$ cat src/rtl/rr_sel_arb_if.sv
// rtl/rr_sel_arb_if.sv - request/operand/result bundle for the round-robin selector
interface rr_sel_arb_if #(
  parameter int N = 2
);
  logic [3:0]   req;
  logic [N-1:0] opa;
  logic [N-1:0] opb;
  logic [N-1:0] opc;
  logic [N-1:0] opd;
  logic         out_ready;
  logic [3:0]   req_ack;
  logic [1:0]   sel;
  logic [N-1:0] result;
  logic         out_valid;

  modport master (
    output req, opa, opb, opc, opd, out_ready,
    input  req_ack, sel, result, out_valid
  );

  modport slave (
    input  req, opa, opb, opc, opd, out_ready,
    output req_ack, sel, result, out_valid
  );
endinterface

$ cat src/rtl/rr_sel_arb.sv
// rtl/rr_sel_arb.sv - four-channel round-robin arbiter with registered sel/result output
// Optional RR_SEL_PRIO0_EN: channel 0 wins whenever it requests.
module rr_sel_arb #(
  parameter int N = 2
) (
  input  logic        clk,
  input  logic        rst_n,
  rr_sel_arb_if.slave bus
);
  logic [1:0]   ptr_q;
  logic [1:0]   sel_q;
  logic [N-1:0] result_q;
  logic         out_valid_q;

  logic         ld;
  logic [3:0]   req_m;
  logic [1:0]   grant;
  logic         gnt_vld;
  logic [N-1:0] op_grant;

  assign ld = !out_valid_q || bus.out_ready;

  always_comb begin
    req_m = bus.req;
`ifdef RR_SEL_PRIO0_EN
    // Collapsing the request vector to channel 0 lets the rotating search grant it unconditionally.
    if (bus.req[0]) begin
      req_m = 4'b0001;
    end
`endif
  end

  // Walk offsets from the far end so the closest requester to ptr is the last one written.
  always_comb begin
    logic [1:0] idx;
    grant   = ptr_q;
    gnt_vld = 1'b0;
    idx     = ptr_q;
    for (int i = 3; i >= 0; i--) begin
      idx = ptr_q + i[1:0];
      if (req_m[idx]) begin
        grant   = idx;
        gnt_vld = 1'b1;
      end
    end
  end

  always_comb begin
    op_grant = bus.opa;
    case (grant)
      2'd0:    op_grant = bus.opa;
      2'd1:    op_grant = bus.opb;
      2'd2:    op_grant = bus.opc;
      default: op_grant = bus.opd;
    endcase
  end

  assign bus.req_ack = (rst_n && ld && gnt_vld) ? (4'b0001 << grant) : 4'b0000;

  always_ff @(posedge clk or negedge rst_n) begin
    if (!rst_n) begin
      ptr_q       <= 2'd0;
      sel_q       <= 2'd0;
      result_q    <= '0;
      out_valid_q <= 1'b0;
    end else if (ld) begin
      if (gnt_vld) begin
        result_q    <= op_grant;
        sel_q       <= grant;
        out_valid_q <= 1'b1;
        ptr_q       <= grant + 2'd1;
      end else begin
        out_valid_q <= 1'b0;
      end
    end
  end

  assign bus.sel       = sel_q;
  assign bus.result    = result_q;
  assign bus.out_valid = out_valid_q;
endmodule

$ cat src/flat_wrapper.sv
// flat-port wrapper written by rule: the top's interface ports become plain ports
module rr_sel_arb_flat 
#(
  parameter int N = 2
)
  (clk, rst_n, bus_req, bus_opa, bus_opb, bus_opc, bus_opd, bus_out_ready, bus_req_ack, bus_sel, bus_result, bus_out_valid);
  rr_sel_arb_if #(.N(N)) bus_i ();
  input  logic clk;
  input  logic rst_n;
  input wire logic [$bits(bus_i.req)-1:0] bus_req;
  input wire logic [$bits(bus_i.opa)-1:0] bus_opa;
  input wire logic [$bits(bus_i.opb)-1:0] bus_opb;
  input wire logic [$bits(bus_i.opc)-1:0] bus_opc;
  input wire logic [$bits(bus_i.opd)-1:0] bus_opd;
  input wire logic [$bits(bus_i.out_ready)-1:0] bus_out_ready;
  output wire logic [$bits(bus_i.req_ack)-1:0] bus_req_ack;
  output wire logic [$bits(bus_i.sel)-1:0] bus_sel;
  output wire logic [$bits(bus_i.result)-1:0] bus_result;
  output wire logic [$bits(bus_i.out_valid)-1:0] bus_out_valid;
  assign bus_i.req = bus_req;
  assign bus_i.opa = bus_opa;
  assign bus_i.opb = bus_opb;
  assign bus_i.opc = bus_opc;
  assign bus_i.opd = bus_opd;
  assign bus_i.out_ready = bus_out_ready;
  assign bus_req_ack = bus_i.req_ack;
  assign bus_sel = bus_i.sel;
  assign bus_result = bus_i.result;
  assign bus_out_valid = bus_i.out_valid;
  rr_sel_arb #(.N(N)) u_core (.clk(clk), .rst_n(rst_n), .bus(bus_i));
endmodule
$ cat config.mk
export PLATFORM = sky130hd
export DESIGN_NAME = rr_sel_arb_flat
export DESIGN_NICKNAME = d
export VERILOG_FILES = /design/src/rtl/rr_sel_arb_if.sv /design/src/rtl/rr_sel_arb.sv /design/src/flat_wrapper.sv
export SDC_FILE = /design/constraint.sdc
export NUM_CORES = 1
export LEC_CHECK = 0
export BUFFER_PORTS_ARGS = -buffer_cell sky130_fd_sc_hd__buf_4
export CORE_MARGIN = 2
export CORE_UTILIZATION = 39
export DETAILED_ROUTE_END_ITERATION = 16
export GPL_TIMING_DRIVEN = 0
export MAX_ROUTING_LAYER = met4
export PLACE_DENSITY = 0.75
export SLEW_MARGIN = 20
export SYNTH_ARGS = -nofsm -noshare
export SYNTH_HDL_FRONTEND = slang
export SYNTH_SLANG_ARGS = --single-unit
$ cat constraint.sdc
create_clock -name clk -period 1.85 [get_ports clk]
set_input_delay 0.0925 -clock clk [delete_from_list [all_inputs] [get_ports clk]]
set_output_delay 0.0925 -clock clk [all_outputs]
set_load 0.02 [all_outputs]
==> reports/metrics.cfg <==
[route]
drt-initial-drc-count = 17
detail_route.first_pass.iterations = 4
num_vias = 560
wirelength_mm = 1.316
postRouteAntennaNets = 0
wl_met2_um = 645
highest_layer = met3
wl_met3_um = 120
detail_route.vias_per_cell = 5.490
routed_wire_length_per_instance_um = 12.90
met1Wirelength_um = 550
remaining_drc_errors = 0

[job]
max-cap-violations = 0

[floorplan]
fp.dieArea_um2 = 1746
top_level_ports = 24
initial_core_utilization_pct = 42.26
floorplan.die.height_um = 41.79
placeableCoreArea_um2 = 1318
floorplan_die_width_um = 41.79
rows = 13

[cts]
cts_tree = built
clk_root_buffer_cell = sky130_fd_sc_hd__clkbuf_4
clkSinkCount = 7
clock_path_buffers = 2
clk-insertion-delay-late_ns = 0.25
cts_htree_levels = 1
clk_pin_slew_worst_paths_ns = 0.06
cts_buffers = 3

[yosys]
postSynth.asyncResetShare_pct = 100.0
synth_cell_types = 29
ys_seq_elements = 7
synthesized_net_count = 76
dominantRegCellSynth = sky130_fd_sc_hd__dfrtp_1
synth_seq_area_share_pct = 31.46
synth.yosys.warnings = 0
syn-instance-count = 56
postSynthAreaPerCell_um2 = 9.943
syn_area_um2 = 556.8
synth_enable_flop_cells = 0

[worst_setup_path]
critPathSlowestCell = sky130_fd_sc_hd__dfrtp_2
cp_max_fo = 5
cp_slowest_stage_delay_ns = 0.44
worstPathBufferInverterCount = 0
critical_path.endpoint_type = flop
r2r_setup_slack_ns = -0.17
worstSetupStartpointType = flop
timing.critical_path.cells = or3_4 -> and3_1 -> ha_1 -> a222oi_1 -> o21ai_1 -> mux2_4
crit_type = reg2reg
timing.critical_path.required_ns = 1.97
critPathArrivalTime_ns = 2.15
family_with_the_most_delay_on_the_worst_path = simple AND/OR/NAND/NOR gates

[final_layout]
fin_nets = 108
multi_input_area_um2 = 419.2
syn2layout_area_growth_pct = 54.16
layout-drive-gt1-share_pct = 54.02
antenna_cells = 0
design_area_um2 = 858.3
area_occupied_by_registers_um2 = 177.7
layout_commonest_cell = sky130_fd_sc_hd__buf_4
fillers = 113
final_cell_mix = 25 x sky130_fd_sc_hd__buf_4, 5 x sky130_fd_sc_hd__and3_1, 5 x sky130_fd_sc_hd__dfrtp_1, 4 x sky130_fd_sc_hd__nand2_1, 4 x sky130_fd_sc_hd__ha_1

[sta]
finalCritPeriodShare_pct = 109.3
finalHoldViolCount = 0
finalCriticalPeriod_ns = 2.022
rsz_0062_raised_after_global_routing = yes
timing.setup.tns_ns = -0.4447
slew_violations = 0
worst_pin_slew_ns = 0.3561
final.hold.worst_slack_ns = 0.1039
max_slew_margin_pct = 76.08
max_freq_ghz = 0.4947
final.setup.worst_slack_ns = -0.1715
fin_worst_skew_ns = 0.007957
timing.final.setup_violations = 5

[power]
power_mw = 0.9160
total_leakage_power_nw = 0.3997
p_per_area_nw_per_um2 = 1067
clockPowerShare_pct = 15.0
power_frac_seq_pct = 27.9
vdd_drop_max_mv = 0.6086
switching_power_mw = 0.3536
p_int_mw = 0.5624
pwr-share-comb_pct = 57.1
share_of_total_power_consumed_by_net_switching_pct = 38.60

[place]
place.gp.congestion = 0.8199
placedInstanceArea_um2 = 760.7
port_buffers = 23

[outcome]
run_status = finished with violations
violations = negative setup slack

[grt]
number_of_global_route_vias_before_repair = 522
globalRouteOverflowTotal = 0
grt_first_pass_wirelength_mm = 2.256
gr-usage-all-layers_pct = 16.73
grt_start_max_net_pins = 12
grt_antenna_before_repair = 0

[hold_path]
worst_hold_path_type = in2reg

==> worst register-to-register path, delay by kind of cell (launching register included) <==
| kind | cells | cell delay, ns |
|---|---|---|
| compound gates | 2 | 0.38 |
| fa+ha+maj | 1 | 0.21 |
| flops | 1 | 0.44 |
| mux | 1 | 0.26 |
| simple gates | 2 | 0.60 |
==> final timing paths <==
check / from / end / depth (start not counted)
max: u_core.ptr_q[0]$_DFFE_PN0P_ / u_core.bus.result[1]$_DFFE_PN0P_ / 6
min: bus_req[1] / u_core.bus.out_valid$_DFFE_PN0N_ / 3
max reg2reg: u_core.ptr_q[0]$_DFFE_PN0P_ / u_core.bus.result[1]$_DFFE_PN0P_ / 6
min reg2reg: u_core.bus.result[0]$_DFFE_PN0P_ / u_core.bus.result[0]$_DFFE_PN0P_ / 1
max in group asynchronous: rst_n / u_core.ptr_q[1]$_DFFE_PN0P_ / 2
min in group asynchronous: rst_n / u_core.ptr_q[0]$_DFFE_PN0P_ / 2
==> layout make-up <==
class / instances / area share (%)
clock buffer: 4 / 3.061
inverter: 2 / 0.8746
multi-input combinational: 47 / 48.83
sequential: 7 / 20.70
tap: 15 / 2.187
timing repair buffer: 27 / 24.34
==> cells in the mapped netlist (2+ instances only) <==
| master | instances | share of area [%] |
|---|---|---|
| sky130_fd_sc_hd__a222oi_1 | 2 | 3.6 |
| sky130_fd_sc_hd__nor2b_1 | 2 | 2.2 |
| sky130_fd_sc_hd__dfrtp_1 | 7 | 31 |
| sky130_fd_sc_hd__inv_1 | 2 | 1.3 |
| sky130_fd_sc_hd__o21ai_0 | 4 | 3.6 |
| sky130_fd_sc_hd__nand2b_1 | 2 | 2.2 |
| sky130_fd_sc_hd__nand2_1 | 5 | 3.4 |
| sky130_fd_sc_hd__and3_1 | 5 | 5.6 |
| sky130_fd_sc_hd__ha_1 | 5 | 11 |
| sky130_fd_sc_hd__a21oi_1 | 2 | 1.8 |
| sky130_fd_sc_hd__mux2_4 | 2 | 5.4 |
==> sequential cells by signal (all words and copies together), names as in the netlist <==
signal,cells
u_core.bus.result,2
u_core.bus.out_valid,1
u_core.bus.sel,2
u_core.ptr_q,2
==> layer usage <==
| layer | vias up | global-route usage [%] |
|---|---|---|
| li1 | 279 | - |
| met1 | 258 | 20.49 |
| met2 | 23 | 28.13 |
| met3 | 0 | 3.478 |
| met4 | 0 | 3.871 |
| met5 | - | - |
==> kinds of logic (layout without fill, tap and decap cells) <==
| group | Yosys count | in the layout | share of synthesized area [%] |
|---|---|---|---|
| compound gates | 16 | 16 | 21.12 |
| flops | 7 | 7 | 31.46 |
| buf+inv | 2 | 33 | 1.349 |
| fa+ha+maj | 5 | 5 | 11.24 |
| simple gates | 24 | 24 | 29.44 |
| mux | 2 | 2 | 5.393 |
==> power by group through the flow <==
stage                     clock network (mW)  logic (mW)  registers (mW)
after floorplan                            0       0.252           0.289
after global placement                     0       0.443           0.252
after detailed placement                   0       0.450           0.255
after CTS                              0.144       0.504           0.251
after global routing                   0.159       0.568           0.266
final                                  0.137       0.523           0.256
==> through the flow <==
step	utilization, %	instances	setup slack [ns]
after floorplan	-	56	-0.04759
after global placement	57.74	94	-0.2256
final	65.15	102	-0.1715
after global routing	65.15	102	-0.2129
after CTS	63.91	101	-0.1811
after detailed placement	57.74	94	-0.2520
==> repair_timing <==
| action | CTS | global route |
|---|---|---|
| pin swaps | 5 | 3 |
| setup endpoints to repair | 6 | 6 |
| endpoints found under the hold margin | 7 | 0 |
| hold buffers | 1 | 0 |
| setup buffers | 2 | 1 |
| resized for setup | 7 | 4 |
(Power assumes the default switching activity.)
